===== src/rtl/ps2_pkg.sv =====
// ps2_pkg: PS/2 host transmitter state encoding, command bytes and frame parity helper.
package ps2_pkg;
  typedef enum logic [2:0] {IDLE, INHIBIT, START, DATA, STOP, ACK, WAIT_IDLE} ps2_tx_state_t;
  localparam logic [7:0] PS2_CMD_RESET   = 8'hFF;
  localparam logic [7:0] PS2_CMD_SET_LED = 8'hED;
  localparam logic [7:0] PS2_CMD_ENABLE  = 8'hF4;
  function automatic logic odd_parity(input logic [7:0] d);
    return ~^d;
  endfunction
endpackage


===== src/rtl/ps2_host_tx_if.sv =====
// ps2_host_tx_if: command byte request handshake and completion pulses of the PS/2 host transmitter.
interface ps2_host_tx_if;
  logic [7:0] tx_data;
  logic       tx_valid;
  logic       tx_ready;
  logic       done;
  logic       err_nack;
  logic       err_timeout;
  modport master (output tx_data, tx_valid, input tx_ready, done, err_nack, err_timeout);
  modport slave  (input tx_data, tx_valid, output tx_ready, done, err_nack, err_timeout);
endinterface


===== src/rtl/ps2_line_sync.sv =====
// ps2_line_sync: 2-flop synchronizer for PS2Clk/PS2Data plus PS2Clk falling-edge detect.
module ps2_line_sync (
  input  logic clk,
  input  logic rst_n,
  input  logic ps2_clk_i,
  input  logic ps2_data_i,
  output logic clk_o,
  output logic data_o,
  output logic fall_o
);
  logic [2:0] clk_q;
  logic [1:0] data_q;
  // Reset to the idle-high line level so leaving reset never fakes a falling edge
  always_ff @(posedge clk or negedge rst_n)
    if (!rst_n) begin
      clk_q  <= '1;
      data_q <= '1;
    end else begin
      clk_q  <= {clk_q[1:0], ps2_clk_i};
      data_q <= {data_q[0], ps2_data_i};
    end
  assign clk_o  = clk_q[1];
  assign data_o = data_q[1];
  assign fall_o = clk_q[2] & ~clk_q[1];
endmodule


===== src/rtl/ps2_host_tx.sv =====
// ps2_host_tx: PS/2 host-to-device command transmitter driving PS2Clk/PS2Data via open-drain enables.
// Build with PS2_HOST_TX_RETRY_EN to retry a NACKed or timed-out byte once before flagging the error.
module ps2_host_tx
  import ps2_pkg::*;
#(
  parameter int INHIBIT_CYCLES = 5000,
  parameter int TIMEOUT_CYCLES = 750000,
  parameter int CNT_W          = 20
) (
  input  logic         clk,
  input  logic         rst_n,
  ps2_host_tx_if.slave bus,
  input  logic         ps2_clk_i,
  input  logic         ps2_data_i,
  output logic         ps2_clk_oe_o,
  output logic         ps2_data_oe_o,
  output logic         rx_inhibit_o
);
`ifdef PS2_HOST_TX_RETRY_EN
  localparam bit RETRY = 1'b1;
`else
  localparam bit RETRY = 1'b0;
`endif
  ps2_tx_state_t    state_q, state_d;
  logic [CNT_W-1:0] cnt_q, cnt_d;
  logic [3:0]       idx_q, idx_d;
  logic [8:0]       frame_q, frame_d;
  logic             oe_q, oe_d, retry_q, retry_d;
  logic             clk_s, data_s, fall, last, tout, nack_hit, fail;
  ps2_line_sync u_sync (
    .clk       (clk),
    .rst_n     (rst_n),
    .ps2_clk_i (ps2_clk_i),
    .ps2_data_i(ps2_data_i),
    .clk_o     (clk_s),
    .data_o    (data_s),
    .fall_o    (fall)
  );
  assign last     = state_q == INHIBIT && cnt_q == CNT_W'(INHIBIT_CYCLES - 1);
  assign tout     = state_q != IDLE && state_q != INHIBIT && cnt_q == CNT_W'(TIMEOUT_CYCLES);
  assign nack_hit = state_q == ACK && fall && data_s && !tout;
  assign fail     = nack_hit || tout;
  assign bus.tx_ready    = state_q == IDLE;
  assign bus.done        = state_q == WAIT_IDLE && clk_s && data_s && !tout;
  assign bus.err_nack    = nack_hit && (!RETRY || retry_q);
  assign bus.err_timeout = tout && (!RETRY || retry_q);
  assign rx_inhibit_o    = state_q != IDLE;
  assign ps2_clk_oe_o    = state_q == INHIBIT;
  assign ps2_data_oe_o   = !tout && (oe_q || last);
  always_comb begin
    state_d = state_q;
    idx_d   = idx_q;
    frame_d = frame_q;
    oe_d    = oe_q;
    retry_d = retry_q;
    case (state_q)
      IDLE: if (bus.tx_valid) begin
        frame_d = {odd_parity(bus.tx_data), bus.tx_data};
        retry_d = 1'b0;
        state_d = INHIBIT;
      end
      INHIBIT: begin
        idx_d = '0;
        if (last) begin
          oe_d    = 1'b1;
          state_d = START;
        end
      end
      START, DATA: if (fall) begin
        oe_d    = ~frame_q[idx_q];
        idx_d   = idx_q + 4'd1;
        state_d = idx_q == 4'd8 ? STOP : DATA;
      end
      STOP: if (fall) begin
        oe_d    = 1'b0;
        state_d = ACK;
      end
      ACK:       if (fall) state_d = WAIT_IDLE;
      WAIT_IDLE: if (clk_s && data_s) state_d = IDLE;
      default:   state_d = IDLE;
    endcase
    if (fail) begin
      oe_d    = 1'b0;
      retry_d = 1'b1;
      state_d = RETRY && !retry_q ? INHIBIT : IDLE;
    end
    // Our own clk pull-down shows up as a fall during INHIBIT; it must not restart the hold count
    cnt_d = state_d != state_q || state_q == IDLE || (fall && state_q != INHIBIT) ? '0 : cnt_q + 1'b1;
  end
  always_ff @(posedge clk or negedge rst_n)
    if (!rst_n) begin
      state_q <= IDLE;
      cnt_q   <= '0;
      idx_q   <= '0;
      frame_q <= '0;
      oe_q    <= 1'b0;
      retry_q <= 1'b0;
    end else begin
      state_q <= state_d;
      cnt_q   <= cnt_d;
      idx_q   <= idx_d;
      frame_q <= frame_d;
      oe_q    <= oe_d;
      retry_q <= retry_d;
    end
endmodule


===== src/flat_wrapper.sv =====
// flat-port wrapper written by rule: the top's interface ports become plain ports
module ps2_host_tx_flat import ps2_pkg::*;
#(
  parameter int INHIBIT_CYCLES = 5000,
  parameter int TIMEOUT_CYCLES = 750000,
  parameter int CNT_W          = 20
)
  (clk, rst_n, ps2_clk_i, ps2_data_i, ps2_clk_oe_o, ps2_data_oe_o, rx_inhibit_o, bus_tx_data, bus_tx_valid, bus_tx_ready, bus_done, bus_err_nack, bus_err_timeout);
  ps2_host_tx_if bus_i ();
  input  logic clk;
  input  logic rst_n;
  input  logic ps2_clk_i;
  input  logic ps2_data_i;
  output logic ps2_clk_oe_o;
  output logic ps2_data_oe_o;
  output logic rx_inhibit_o;
  input wire logic [$bits(bus_i.tx_data)-1:0] bus_tx_data;
  input wire logic [$bits(bus_i.tx_valid)-1:0] bus_tx_valid;
  output wire logic [$bits(bus_i.tx_ready)-1:0] bus_tx_ready;
  output wire logic [$bits(bus_i.done)-1:0] bus_done;
  output wire logic [$bits(bus_i.err_nack)-1:0] bus_err_nack;
  output wire logic [$bits(bus_i.err_timeout)-1:0] bus_err_timeout;
  assign bus_i.tx_data = bus_tx_data;
  assign bus_i.tx_valid = bus_tx_valid;
  assign bus_tx_ready = bus_i.tx_ready;
  assign bus_done = bus_i.done;
  assign bus_err_nack = bus_i.err_nack;
  assign bus_err_timeout = bus_i.err_timeout;
  ps2_host_tx #(.INHIBIT_CYCLES(INHIBIT_CYCLES), .TIMEOUT_CYCLES(TIMEOUT_CYCLES), .CNT_W(CNT_W)) u_core (.clk(clk), .rst_n(rst_n), .bus(bus_i), .ps2_clk_i(ps2_clk_i), .ps2_data_i(ps2_data_i), .ps2_clk_oe_o(ps2_clk_oe_o), .ps2_data_oe_o(ps2_data_oe_o), .rx_inhibit_o(rx_inhibit_o));
endmodule

===== config.mk =====
export PLATFORM = sky130hd
export DESIGN_NAME = ps2_host_tx_flat
export DESIGN_NICKNAME = d
export VERILOG_FILES = /design/src/rtl/ps2_pkg.sv /design/src/rtl/ps2_host_tx_if.sv /design/src/rtl/ps2_line_sync.sv /design/src/rtl/ps2_host_tx.sv /design/src/flat_wrapper.sv
export SDC_FILE = /design/constraint.sdc
export NUM_CORES = 1
export LEC_CHECK = 0
export ABC_AREA = 1
export CAP_MARGIN = 25
export CELL_PAD_IN_SITES_DETAIL_PLACEMENT = 0
export CELL_PAD_IN_SITES_GLOBAL_PLACEMENT = 1
export CORE_AREA = 2 2 76 78
export DETAILED_ROUTE_END_ITERATION = 7
export DIE_AREA = 0 0 78 80
export PLACE_DENSITY = 0.86
export SLEW_MARGIN = 20
export SYNTH_ARGS = -nofsm -noshare
export SYNTH_HDL_FRONTEND = slang
export SYNTH_SLANG_ARGS = --single-unit

===== constraint.sdc =====
create_clock -name clk -period 4.73 [get_ports clk]
set_clock_uncertainty 0.1 [all_clocks]
set_input_delay 0.946 -clock clk [delete_from_list [all_inputs] [get_ports clk]]
set_output_delay 0.946 -clock clk [all_outputs]
set_load 0.05 [all_outputs]

==> results.sh <==
export IMPL_status="finished clean"
export IMPL_slew_viol_final=0
export IMPL_critPathArrivalTime_ns=2.37
export IMPL_clk_pin_slew_ns=0.08
export IMPL_syn_nets=302
export IMPL_critical_path_max_fanout=4
export IMPL_rsz0062_at_grt="false"
export IMPL_grt_overflow_total=0
export IMPL_clk_latency_ns=0.29
export IMPL_hold_buffers=0
export IMPL_timing_fmax_mhz=293
export IMPL_clock_sinks=42
export IMPL_p_sw_uw=138
export IMPL_ys_seq_area_share_pct=43.3
export IMPL_design_area_um2=2810
export IMPL_crit_chain="ha_1, nand2_1, inv_1, nand2_1, nor2_1, nand4_1, a21oi_1, clkdlybuf4s50_1"
export IMPL_nets=326
export IMPL_irDropWorstVdd_mv=0.146
export IMPL_internal_power_uw=498
export IMPL_setup_viol=0
export IMPL_avgSynthCellArea_um2=8.57
export IMPL_cpMaxStageDelayCell="clkdlybuf4s50_1"
export IMPL_timing_final_ws_setup_ns=1.32
export IMPL_holdCritPathClass="reg -> reg"
export IMPL_antenna_found_initial=0
export IMPL_grt_pass1_wl_mm=8.28
export IMPL_cts_repair_resized=0
export IMPL_netlist_instances=285
export IMPL_area_growth_pct=15.0
export IMPL_dp_cells=373
export IMPL_cts_root_buf="clkbuf_8"
export IMPL_max_stage_delay_ns=0.81
export IMPL_synth_area_leaders="dfrtp_1, nand2_1, nor2_2"
export IMPL_worstSetupStartpointType="flip-flop"
export IMPL_gp_congestion=0.863
export IMPL_ys_warn_count=0
export IMPL_clk_path_buf_depth=2
export IMPL_num_vias=1843
export IMPL_grt_max_degree=43
export IMPL_io_pins=20
export IMPL_drc=0
export IMPL_synth_cell_types=31
export IMPL_crit_top_cell="nand2_1"
export IMPL_wire_per_inst_um=12.4
export IMPL_tns_ns=0
export IMPL_r2r_slack_ns=2.46
export IMPL_cts_tree="yes"
export IMPL_min_period_over_period_pct=72.2
export IMPL_fin_cells=382
export IMPL_drive_above_1_share_pct=20.6
export IMPL_wirelength_mm=4.75
export IMPL_p_seq_share_pct=57.3
export IMPL_grt_usage_pct=16.9
export IMPL_maxCapViolCount=0
export IMPL_postPlaceCellArea_um2=2690
export IMPL_grt_pass1_vias=1844
export IMPL_post_cts_setup_buffers=0
export IMPL_dp_hpwl_mm=3.55
export IMPL_drtAntennaViolNets=0
export IMPL_combPwrFrac_pct=5.2
export IMPL_dp_slack_ns=1.66
export IMPL_period_needed_ns=3.41
export IMPL_required_ns=3.68
export IMPL_num_fill_cells=537
export IMPL_cts_max_level=2
export IMPL_synth_area_leader_cell="dfrtp_1"
export IMPL_cp_end_kind="primary output"
export IMPL_viasPerCell=4.82
export IMPL_synth_top_cell_area_share_pct=37.9
export IMPL_drt_iter0_markers=80
export IMPL_rows=27
export IMPL_initial_core_util_pct=45.2
export IMPL_die_w_um=78
export IMPL_swShare_pct=21.7
export IMPL_relSlewSlack_pct=58.7
export IMPL_hold_violations=0
export IMPL_die_area_um2=6240
export IMPL_diodes=0
export IMPL_p_clk_share_pct=37.5
export IMPL_synth_seq_cells=42
export IMPL_fp_coreArea_um2=5410
export IMPL_cts_buffers_inserted=5
export IMPL_crit_type="reg -> out"
export IMPL_leakage_uw=0.00129
export IMPL_powerDensity_nw_per_um2=226
export IMPL_die_h_um=80
export IMPL_syn_area_um2=2440
export IMPL_drtPass1Iterations=4
export IMPL_numPortBuffers=19
export IMPL_worstMarginPinSlew_ns=0.617
export IMPL_holdWs_ns=0.259
==> power by group through the flow <==
stage	Clock, uW	Sequential (uW)	Combinational, uW
3_5_place_dp	0	371	31.2
4_1_cts	247	364	31.4
3_3_place_gp	0	371	30.7
5_1_grt	263	364	36.5
6_report	238	364	33.2
2_1_floorplan	0	371	11.0
==> worst max-delay path, delay by kind of cell (launching register included) <==
| kind | cells | cell delay (ns) |
|---|---|---|
| compound gates | 1 | 0.17 |
| fa+ha+maj | 1 | 0.20 |
| buf+inv | 2 | 0.87 |
| flops | 1 | 0.41 |
| simple gates | 4 | 0.42 |
==> sequential cells by signal (all words and copies together), names as in the netlist <==
| name | cells |
|---|---|
| u_core.oe_q | 1 |
| u_core.state_q | 3 |
| u_core.u_sync.clk_q | 3 |
| u_core.frame_q | 9 |
| u_core.cnt_q | 20 |
| u_core.idx_q | 4 |
| u_core.u_sync.data_q | 2 |
==> stage by stage <==
| stage | util (%) | power (uW) |
|---|---|---|
| floorplan | - | 382 |
| global placement | 49.7 | 402 |
| detailed placement | 49.7 | 402 |
| CTS | 51.4 | 642 |
| global route | 51.9 | 663 |
| finish | 51.9 | 635 |
==> per-layer routing <==
layer / vias up / share of wire, % / global-route usage, %
met5: - / 0 / 0
met4: 0 / 1.2 / 5.26
met3: 6 / 2.9 / 3.17
met2: 23 / 48 / 29.0
met1: 872 / 47 / 21.6
li1: 942 / - / -
==> placed cells by master (no fill, tap or decap) <==
cell             count
a21boi_1             1
a21oi_1              3
a41oi_1              1
buf_16               1
buf_2                1
clkbuf_1             1
clkbuf_8             6
clkdlybuf4s50_1     18
clkinv_2             1
dfrtp_1             37
dfstp_2              5
ha_1                 4
inv_1               34
inv_2                6
mux2_2               8
nand2_1             51
nand2_2              2
nand2_4              2
nand3_1             16
nand3_2              1
nand3_4              1
nand3b_1             1
nand4_1              8
nand4_2              1
nor2_1              27
nor2_2              25
nor2_4               4
nor3_1               4
nor3b_1              1
nor4_1               1
o211ai_1             2
o21ai_0              9
or2_1                1
xnor2_1             11
xor2_1              15
==> final cells by class <==
| class | count | area (um2) | share of cell area, % |
|---|---|---|---|
| Multi-Input combinational cell | 200 | 1210 | 43.0 |
| Clock inverter | 1 | 5.00 | 0.178 |
| Inverter | 40 | 150 | 5.35 |
| Clock buffer | 7 | 86.3 | 3.07 |
| Sequential cell | 42 | 1060 | 37.7 |
| Tap cell | 72 | 90.1 | 3.21 |
| Timing Repair Buffer | 20 | 213 | 7.58 |
==> Yosys cell counts <==
cell type  count
nand2_4        2
nor3b_1        1
dfrtp_1       37
buf_6          2
mux2_2         8
a41oi_1        1
nand2_1       51
nand3_1       16
nand3b_1       1
ha_1           4
nor4_1         1
or2_1          1
nand3_2        1
inv_1         34
nand4_1        8
nand2_2        2
nand3_4        1
inv_2          6
o21ai_0        9
nor3_1         4
buf_2          1
xor2_1        15
nor2_4         4
nor2_2        25
nand4_2        1
dfstp_2        5
a21boi_1       1
a21oi_1        3
o211ai_1       2
nor2_1        27
xnor2_1       11
==> kinds of logic after synthesis <==
| family | Yosys count | synth area share (%) |
|---|---|---|
| buffers and inverters | 43 | 7.28 |
| adders and majority gates | 4 | 2.05 |
| and+or+nand+nor | 146 | 30.6 |
| xor gates and xnor gates | 26 | 9.33 |
| DFF | 42 | 43.3 |
| muxes | 8 | 3.69 |
| AOI/OAI and AO/OA | 16 | 3.74 |
==> worst paths after layout <==
path	startpoint	endpoint	cells after the start
max	u_core.cnt_q[0]	ps2_data_oe_o	8
min	u_core.u_sync.clk_q[0]	u_core.u_sync.clk_q[1]	0
max reg2reg	u_core.idx_q[0]	u_core.cnt_q[8]	10
min reg2reg	u_core.u_sync.clk_q[0]	u_core.u_sync.clk_q[1]	0
max in group asynchronous	rst_n	u_core.cnt_q[11]	2
min in group asynchronous	rst_n	u_core.frame_q[8]	1
Power figures use the tool's default switching activity.
